File: src/rtl/count_sched_ctrl_pkg.sv
// Shared definitions for the counterMod scheduler: FSM state encoding,
// default timeout sizing and a small index helper.
package count_sched_ctrl_pkg;

    typedef enum logic [2:0] {
        ST_IDLE  = 3'd0,
        ST_CLEAR = 3'd1,
        ST_RUN   = 3'd2,
        ST_DONE  = 3'd3,
        ST_ABORT = 3'd4
    } state_t;

    localparam int TIMEOUT_DEF = 64;
    localparam int TO_W_DEF    = 7;

    // Successor of a requester index in round-robin order.
    function automatic int wrap_inc(input int idx, input int num);
        return (idx + 1 >= num) ? 0 : idx + 1;
    endfunction

endpackage

File: src/rtl/rr_arbiter.sv
// Combinational round-robin picker: the first active request at or after ptr
// (modulo NUM_REQ) wins. The owning controller registers the result.
module rr_arbiter #(
    parameter int NUM_REQ = 4,
    parameter int IDX_W   = $clog2(NUM_REQ)
) (
    input  logic [NUM_REQ-1:0] req,
    input  logic [IDX_W-1:0]   ptr,
    output logic [NUM_REQ-1:0] gnt,
    output logic [IDX_W-1:0]   owner,
    output logic               valid
);

    logic [IDX_W-1:0] idx;

    always_comb begin
        // NOTE: every output gets a default before the search loop so no path
        // leaves a value unassigned, which would otherwise infer a latch.
        gnt   = '0;
        owner = '0;
        valid = 1'b0;
        idx   = '0;
        for (int i = 0; i < NUM_REQ; i++) begin
            idx = IDX_W'((int'(ptr) + i) % NUM_REQ);
            if (!valid && req[idx]) begin
                valid    = 1'b1;
                gnt[idx] = 1'b1;
                owner    = idx;
            end
        end
    end

endmodule

File: src/rtl/count_sched_ctrl.sv
// Shares one counterMod between NUM_REQ requesters: round-robin grant, counter
// clear, run until op_done (or timeout), then a one-cycle done/err to the owner.
module count_sched_ctrl
    import count_sched_ctrl_pkg::*;
#(
    parameter int NUM_REQ = 4,
    parameter int TIMEOUT = TIMEOUT_DEF,
    parameter int TO_W    = TO_W_DEF
) (
    input  logic               clock,
    input  logic               reset,
    input  logic [NUM_REQ-1:0] req,
    output logic [NUM_REQ-1:0] grant,
    output logic [NUM_REQ-1:0] done,
    output logic               err,
    output logic               cnt_clr,
    output logic               cnt_en,
    input  logic               cnt_done,
    output logic               busy
);

    localparam int               IDX_W   = $clog2(NUM_REQ);
    localparam logic [TO_W-1:0]  TO_LAST = TO_W'(TIMEOUT - 1);

    state_t             state;
    logic [IDX_W-1:0]   ptr;
    logic [IDX_W-1:0]   owner;
    logic [TO_W-1:0]    to_cnt;

    logic [NUM_REQ-1:0] arb_gnt;
    logic [IDX_W-1:0]   arb_owner;
    logic               arb_valid;

    rr_arbiter #(
        .NUM_REQ (NUM_REQ),
        .IDX_W   (IDX_W)
    ) u_arb (
        .req   (req),
        .ptr   (ptr),
        .gnt   (arb_gnt),
        .owner (arb_owner),
        .valid (arb_valid)
    );

    // Outputs are set on the transition into the state that owns them, so every
    // output is a flop and nothing combinational reaches a port.
    always_ff @(posedge clock) begin
        // NOTE: all state here uses non-blocking assignments so every flop
        // samples pre-edge values, independent of statement order.
        if (reset) begin
            state   <= ST_IDLE;
            grant   <= '0;
            done    <= '0;
            err     <= 1'b0;
            cnt_clr <= 1'b0;
            cnt_en  <= 1'b0;
            busy    <= 1'b0;
            ptr     <= '0;
            owner   <= '0;
            to_cnt  <= '0;
        end else begin
            case (state)
                ST_IDLE: begin
                    if (arb_valid) begin
                        grant   <= arb_gnt;
                        owner   <= arb_owner;
                        cnt_clr <= 1'b1;
                        busy    <= 1'b1;
                        state   <= ST_CLEAR;
                    end
                end

                ST_CLEAR: begin
                    cnt_clr <= 1'b0;
                    cnt_en  <= 1'b1;
                    to_cnt  <= '0;
                    state   <= ST_RUN;
                end

                ST_RUN: begin
                    if (to_cnt != TO_LAST) begin
                        to_cnt <= to_cnt + TO_W'(1);
                    end
                    // Completion outranks both the timeout and a dropped request.
                    if (cnt_done) begin
                        done   <= grant;
                        err    <= 1'b0;
                        cnt_en <= 1'b0;
                        state  <= ST_DONE;
                    end else if (to_cnt == TO_LAST) begin
                        done   <= grant;
                        err    <= 1'b1;
                        cnt_en <= 1'b0;
                        state  <= ST_DONE;
                    end else if (!req[owner]) begin
                        grant  <= '0;
                        cnt_en <= 1'b0;
                        state  <= ST_ABORT;
                    end
                end

                ST_DONE: begin
                    done  <= '0;
                    err   <= 1'b0;
                    grant <= '0;
                    busy  <= 1'b0;
                    ptr   <= IDX_W'(wrap_inc(int'(owner), NUM_REQ));
                    state <= ST_IDLE;
                end

                ST_ABORT: begin
                    busy  <= 1'b0;
                    ptr   <= IDX_W'(wrap_inc(int'(owner), NUM_REQ));
                    state <= ST_IDLE;
                end

                default: begin
                    grant   <= '0;
                    done    <= '0;
                    err     <= 1'b0;
                    cnt_clr <= 1'b0;
                    cnt_en  <= 1'b0;
                    busy    <= 1'b0;
                    state   <= ST_IDLE;
                end
            endcase
        end
    end

endmodule
File: config.mk
export PLATFORM = sky130hd
export DESIGN_NAME = count_sched_ctrl
export DESIGN_NICKNAME = d
export VERILOG_FILES = /design/src/rtl/count_sched_ctrl_pkg.sv /design/src/rtl/rr_arbiter.sv /design/src/rtl/count_sched_ctrl.sv
export SDC_FILE = /design/constraint.sdc
export NUM_CORES = 1
export LEC_CHECK = 0
export CAP_MARGIN = 20
export CORE_MARGIN = 3
export CORE_UTILIZATION = 35
export DETAILED_ROUTE_END_ITERATION = 10
export GPL_TIMING_DRIVEN = 0
export SETUP_SLACK_MARGIN = 0.2
export SYNTH_ARGS = -nofsm -noshare
export SYNTH_HDL_FRONTEND = slang
export SYNTH_SLANG_ARGS = --single-unit
File: constraint.sdc
create_clock -name clock -period 2.6 [get_ports clock]
set_clock_uncertainty 0.2 [all_clocks]
set_input_delay 0.39 -clock clock [delete_from_list [all_inputs] [get_ports clock]]
set_output_delay 0.39 -clock clock [all_outputs]
set_load 0.01 [all_outputs]
==> metrics <==
Final TNS setup 0 ns; run status complete, no violations; CP endpoint kind flip-flop; final std cells w/o fill 311; CP max-delay cell mux4_2; yosys warns 0; Via density 5.58; met2 usage 0.210; worst hold path depth 2; max-cap violation count 0; Mapped Cells 211; CTS Hold Bufs 0; met1 global-route usage 0.245; Peak VDD IR 0.419 mV; Final setup viols 0; WP data required 2.57 ns; Row Count 25; worst path bufs/invs 5; H-tree Lvls 1; minimum clock period 2.50 ns; gp weighted congestion 0.862; static leakage 0.000856 µW; Synth Register Bits 26; RSZ-0062 raised after global routing true; Clock Sinks 26; Synth cell types 44; Critical Path, Cell by Cell buf_6 > buf_8 > inv_8 > ha_4 > buf_6 > mux4_2 > buf_6 > a21o_1 > o221a_1 > a221o_1; cells on worst reg2reg path 10; Synth area leaders dfxtp_1, ha_1, mux2i_1, mux4_2, a211oi_1; GRT Overall Usage 0.151; PwrDens 496 nW/µm²; core area 4910 µm²; 1st-iter DRT viols 82; Final ANT Viol Nets 0; CTS root buffer clkbuf_8; Syn Area/Cell 8.72 µm²; Most Crowded Layer GR met1; Detailed Routing Iterations Pass 1 4; Tcrit/Tclk final 0.962; Die H 78.5 µm; DPL Wire Length 3250 µm; number of global-route vias before repair 1536; Worst Setup SP ptr[0]; Hold Path Origin to_cnt[6]; Yosys top cell area share 0.283; most area-hungry cell type in the Yosys netlist dfxtp_1; Worst-Skew Late Latency 0.27 ns; worst-margin pin slew 0.682 ns; wire per inst 14.7 µm; Critical Path AT 2.47 ns; CP max stage delay 0.53 ns; via count 1734; reg-to-reg setup timing slack 0.1 ns; share of layout cells above drive strength 1 0.201; CP dominant cell by count buf_6; sequential area share after synthesis 0.283; gr ovfl total 0; Initial Utilization 0.375; fin. max-slew vios 0; Design Area, Final 2350 µm²; Top-Level Pins 19; cts bufs inserted 3; area grow syn2layout 28.0%; largest net degree at the start of global routing 16; clock-pin slew on the worst setup and hold paths 0.09 ns; Mapped Nets 228; Die Wd 78.5 µm; Placement Cell Area 2120 µm²; IO Port Bufs 17; # diodes 0; met3 GRT Util 0.0218; Max-slew headroom 0.544; Post-Syn Area 1840 µm²; final hold viol count 0; die area 6160 µm²; first-pass GRT wire length 7640 µm; # DRC 0; worst-path fanout max 5; # fillers 480; Critical Path Stages 10; CTS Buffer Depth 2; critical path launch point type flip-flop; CTS tree done; CP delay by family, top compound AO/OA/AOI/OAI gates; Final Net Count 262; Hold Crit Class flip-flop to flip-flop; Max Clk Rate 0.400 GHz; Routed WL 4570 µm; worst r2r src ptr[0]; initial antenna violation count 0; Inst Count DP 295; Setup Crit Path Kind flip-flop to flip-flop
cells by family (layout without fill, tap and decap cells):
logic type               count (synthesis)  count (layout)  synth area share
AO/OA/AOI/OAI                           60              60             0.234
XOR/XNOR                                 1               1           0.00476
adder cells (fa/ha/maj)                 10              10            0.0680
buffers and inverters                   24              57            0.0619
flip-flops                              26              26             0.283
multiplexers                            15              15             0.110
AND/OR/NAND/NOR                         75              75             0.238
final timing paths:
path | end
setup / recovery | grant[1]
hold / removal | to_cnt[6]
setup reg to reg | grant[1]
hold reg to reg | to_cnt[6]
where the power goes:
group / internal, µW / switching (µW)
combinational: 186 / 194
sequential: 429 / 28.5
clock: 206 / 126
cells in the final DEF, fill, tap and decap left out, types with 6 or more instances in the layout:
| cell type | instances |
|---|---|
| clkbuf_1 | 10 |
| buf_4 | 12 |
| dfxtp_1 | 24 |
| nand3_1 | 8 |
| o21ai_0 | 11 |
| a211oi_1 | 8 |
| nor2_1 | 16 |
| ha_1 | 9 |
| nand2_1 | 7 |
| mux2i_1 | 9 |
| a21oi_1 | 9 |
| a21o_1 | 6 |
| clkdlybuf4s50_1 | 17 |
sequential cells by signal, summed over array words and instances, names as in the netlist:
register / flops
done: 4
ptr: 2
cnt_en: 1
to_cnt: 7
state: 3
err: 1
owner: 2
grant: 4
busy: 1
cnt_clr: 1
cell type report:
cell class              count  area (µm²)  share of cell area
inverters                   7        37.5              0.0159
clock inverters             1        30.0              0.0128
multi-input cells         161        1270               0.540
clock buffers               3        41.3              0.0175
plain buffers              17         104              0.0441
repair buffers             29         258               0.109
well taps                  67        83.8              0.0356
flip-flops and latches     26         528               0.224
per-layer routing:
metal | vias up | share of wire | wire length (µm)
li1 | 866 | - | -
met1 | 826 | 0.53 | 2400
met2 | 40 | 0.43 | 1950
met3 | 2 | 0.042 | 191
met4 | 0 | 0.0066 | 30
met5 | - | 0 | 0
per-stage QoR:
stage	total power, µW	util	hold slack [ns]	setup slack (ns)
after global placement	801	0.433	0.241	-0.256
after CTS	1170	0.469	0.261	0.111
after global routing	1240	0.479	0.278	0.0348
after detailed placement	804	0.433	0.246	-0.245
final	1170	0.479	0.249	0.0983
after floorplan	700	-	0.219	0.0261
tightest hold or removal path, stage by stage (launching register included):
cell     delay, ns
dfxtp_1       0.33
nand2_1       0.05
a41oi_1       0.03
timing repair:
item,CTS,global route
pin swaps,5,6
gates cloned,1,0
setup buffers,9,2
hold endpoints to repair,0,0
endpoints found under the setup margin,6,6
resized for setup,9,7
cell usage after synthesis:
library cell / number
nand2_1: 7
nor3b_1: 6
dfxtp_1: 26
a41oi_1: 1
nor3_1: 6
nor4_1: 2
and3b_1: 2
nor4_2: 1
a211o_1: 1
o21bai_1: 2
or3_1: 4
clkbuf_1: 10
buf_4: 1
a211oi_1: 11
o22ai_1: 2
nor4b_1: 1
and3_1: 3
nand2b_1: 5
o21a_1: 3
mux4_2: 4
mux2_2: 2
mux2i_1: 9
inv_1: 7
nor2b_1: 3
o221a_1: 4
o31a_1: 2
nand3b_1: 5
o21ai_0: 11
a2bb2oi_1: 1
nor2_1: 16
a21oi_1: 9
or2_2: 1
ha_1: 10
a31oi_1: 1
o41ai_1: 1
buf_2: 4
or3b_2: 4
a21o_1: 6
a311oi_1: 1
nand3_1: 8
xnor2_1: 1
a221o_1: 4
buf_6: 2
nor3b_2: 1
Note: power is estimated with default switching activity, not from simulation.
==> patch, RTL diff (config.mk and constraints unchanged) <==
Make the reset (`reset`) asynchronous in one clocked block.
--- a/src/rtl/count_sched_ctrl.sv
+++ b/src/rtl/count_sched_ctrl.sv
@@ -45,5 +45,5 @@
     // Outputs are set on the transition into the state that owns them, so every
     // output is a flop and nothing combinational reaches a port.
-    always_ff @(posedge clock) begin
+    always_ff @(posedge clock or posedge reset) begin
         // NOTE: all state here uses non-blocking assignments so every flop
         // samples pre-edge values, independent of statement order.
Check against the original RTL: differs if reset is asserted again (counterexample within 4 cycles, from zero or initial values and one cycle with reset high); with reset held inactive, the same outputs for 4 cycles.
==> patch against the original RTL <==
  * Sequential cell count unchanged
  * Wire length shrank 5.2%
  * Highest routed layer unchanged
  * Global-route usage decreased by 0.57 points
  * Final area fell by 4.8%
  * Area after synthesis fell by 0.68%
  * Worst setup slack better by 0.13 ns
Power is not compared: it rests on default switching activity, and its combinational part moved more than twofold at a synthesized area within 25%.
==> patch: results <==
group,metric,value,unit
outcome,outcome,"complete, no violations",
global_routing,globalRouteTotalUtil,14.51,%
timing,hold_slack,0.2336,ns
final_layout,multi_input_area_share,49.39,%
detailed_routing,vias,1589,
global_routing,met3_usage,1.491,%
final_layout,regArea,653.1,um2
critical_path,rr_worst_depth,9,
final_layout,finalNetCount,247,
timing,worst_pin_slew,0.6321,ns
place,place_area,2092,um2
synthesis,syn-num-nets,219,
synthesis,ys_top_cells_by_count,"26 x dfrtp_1, 24 x nand2_1, 17 x a21oi_1, 16 x o21ai_0",
final_layout,final_layout_size_suffix_gt1_share,13.97,%
detailed_routing,drt_iter0_drc,92,
global_routing,grtUsageMet1,21.60,%
place,gp_congestion,0.8354,
critical_path,startpoint,"ptr[0]",
min_path,hp-class,"in -> async",
synthesis,ys_async_sr_fraction,100.0,%
detailed_routing,drt-total-wl,4.331,mm
final_layout,clkbuf_count,4,
synthesis,synth.avg_cell_area,9.043,um2
global_routing,grt_pass1_wl,7.258,mm
final_layout,fill_cells,507,
critical_path,worst_path_largest_cell_delay,0.43,ns
place,placedCellCount,286,
==> patch: routing by layer <==
metal / vias up / share of wire, %
met3: 2 / 3.8
met2: 32 / 45
met1: 760 / 50
met5: - / 0
li1: 795 / -
met4: 0 / 0.67
==> patch: worst max-delay path by stage <==
stage	end	slack (ns)	depth (start not counted)
5_1_grt	grant[2]	0.14	9
2_1_floorplan	grant[3]	0.17	8
3_3_place_gp	grant[0]	-0.01	5
6_report	grant[2]	0.23	9
3_5_place_dp	grant[2]	-0.04	5
4_1_cts	grant[0]	0.19	9
==> patch: cells by family after synthesis <==
logic type	count (synthesis)	synth area share, %
buf+inv	20	4.726
flops	26	35.62
compound gates	69	26.78
simple gates	61	16.51
xor+xnor	1	0.4795
mux	15	9.041
fa+ha+maj	10	6.849
==> patch: power by group <==
part	internal (mW)	switching (mW)	leakage [nW]
logic	0.722	0.797	0.583
clock network	0.135	0.127	0.0288
registers	0.543	0.109	0.339
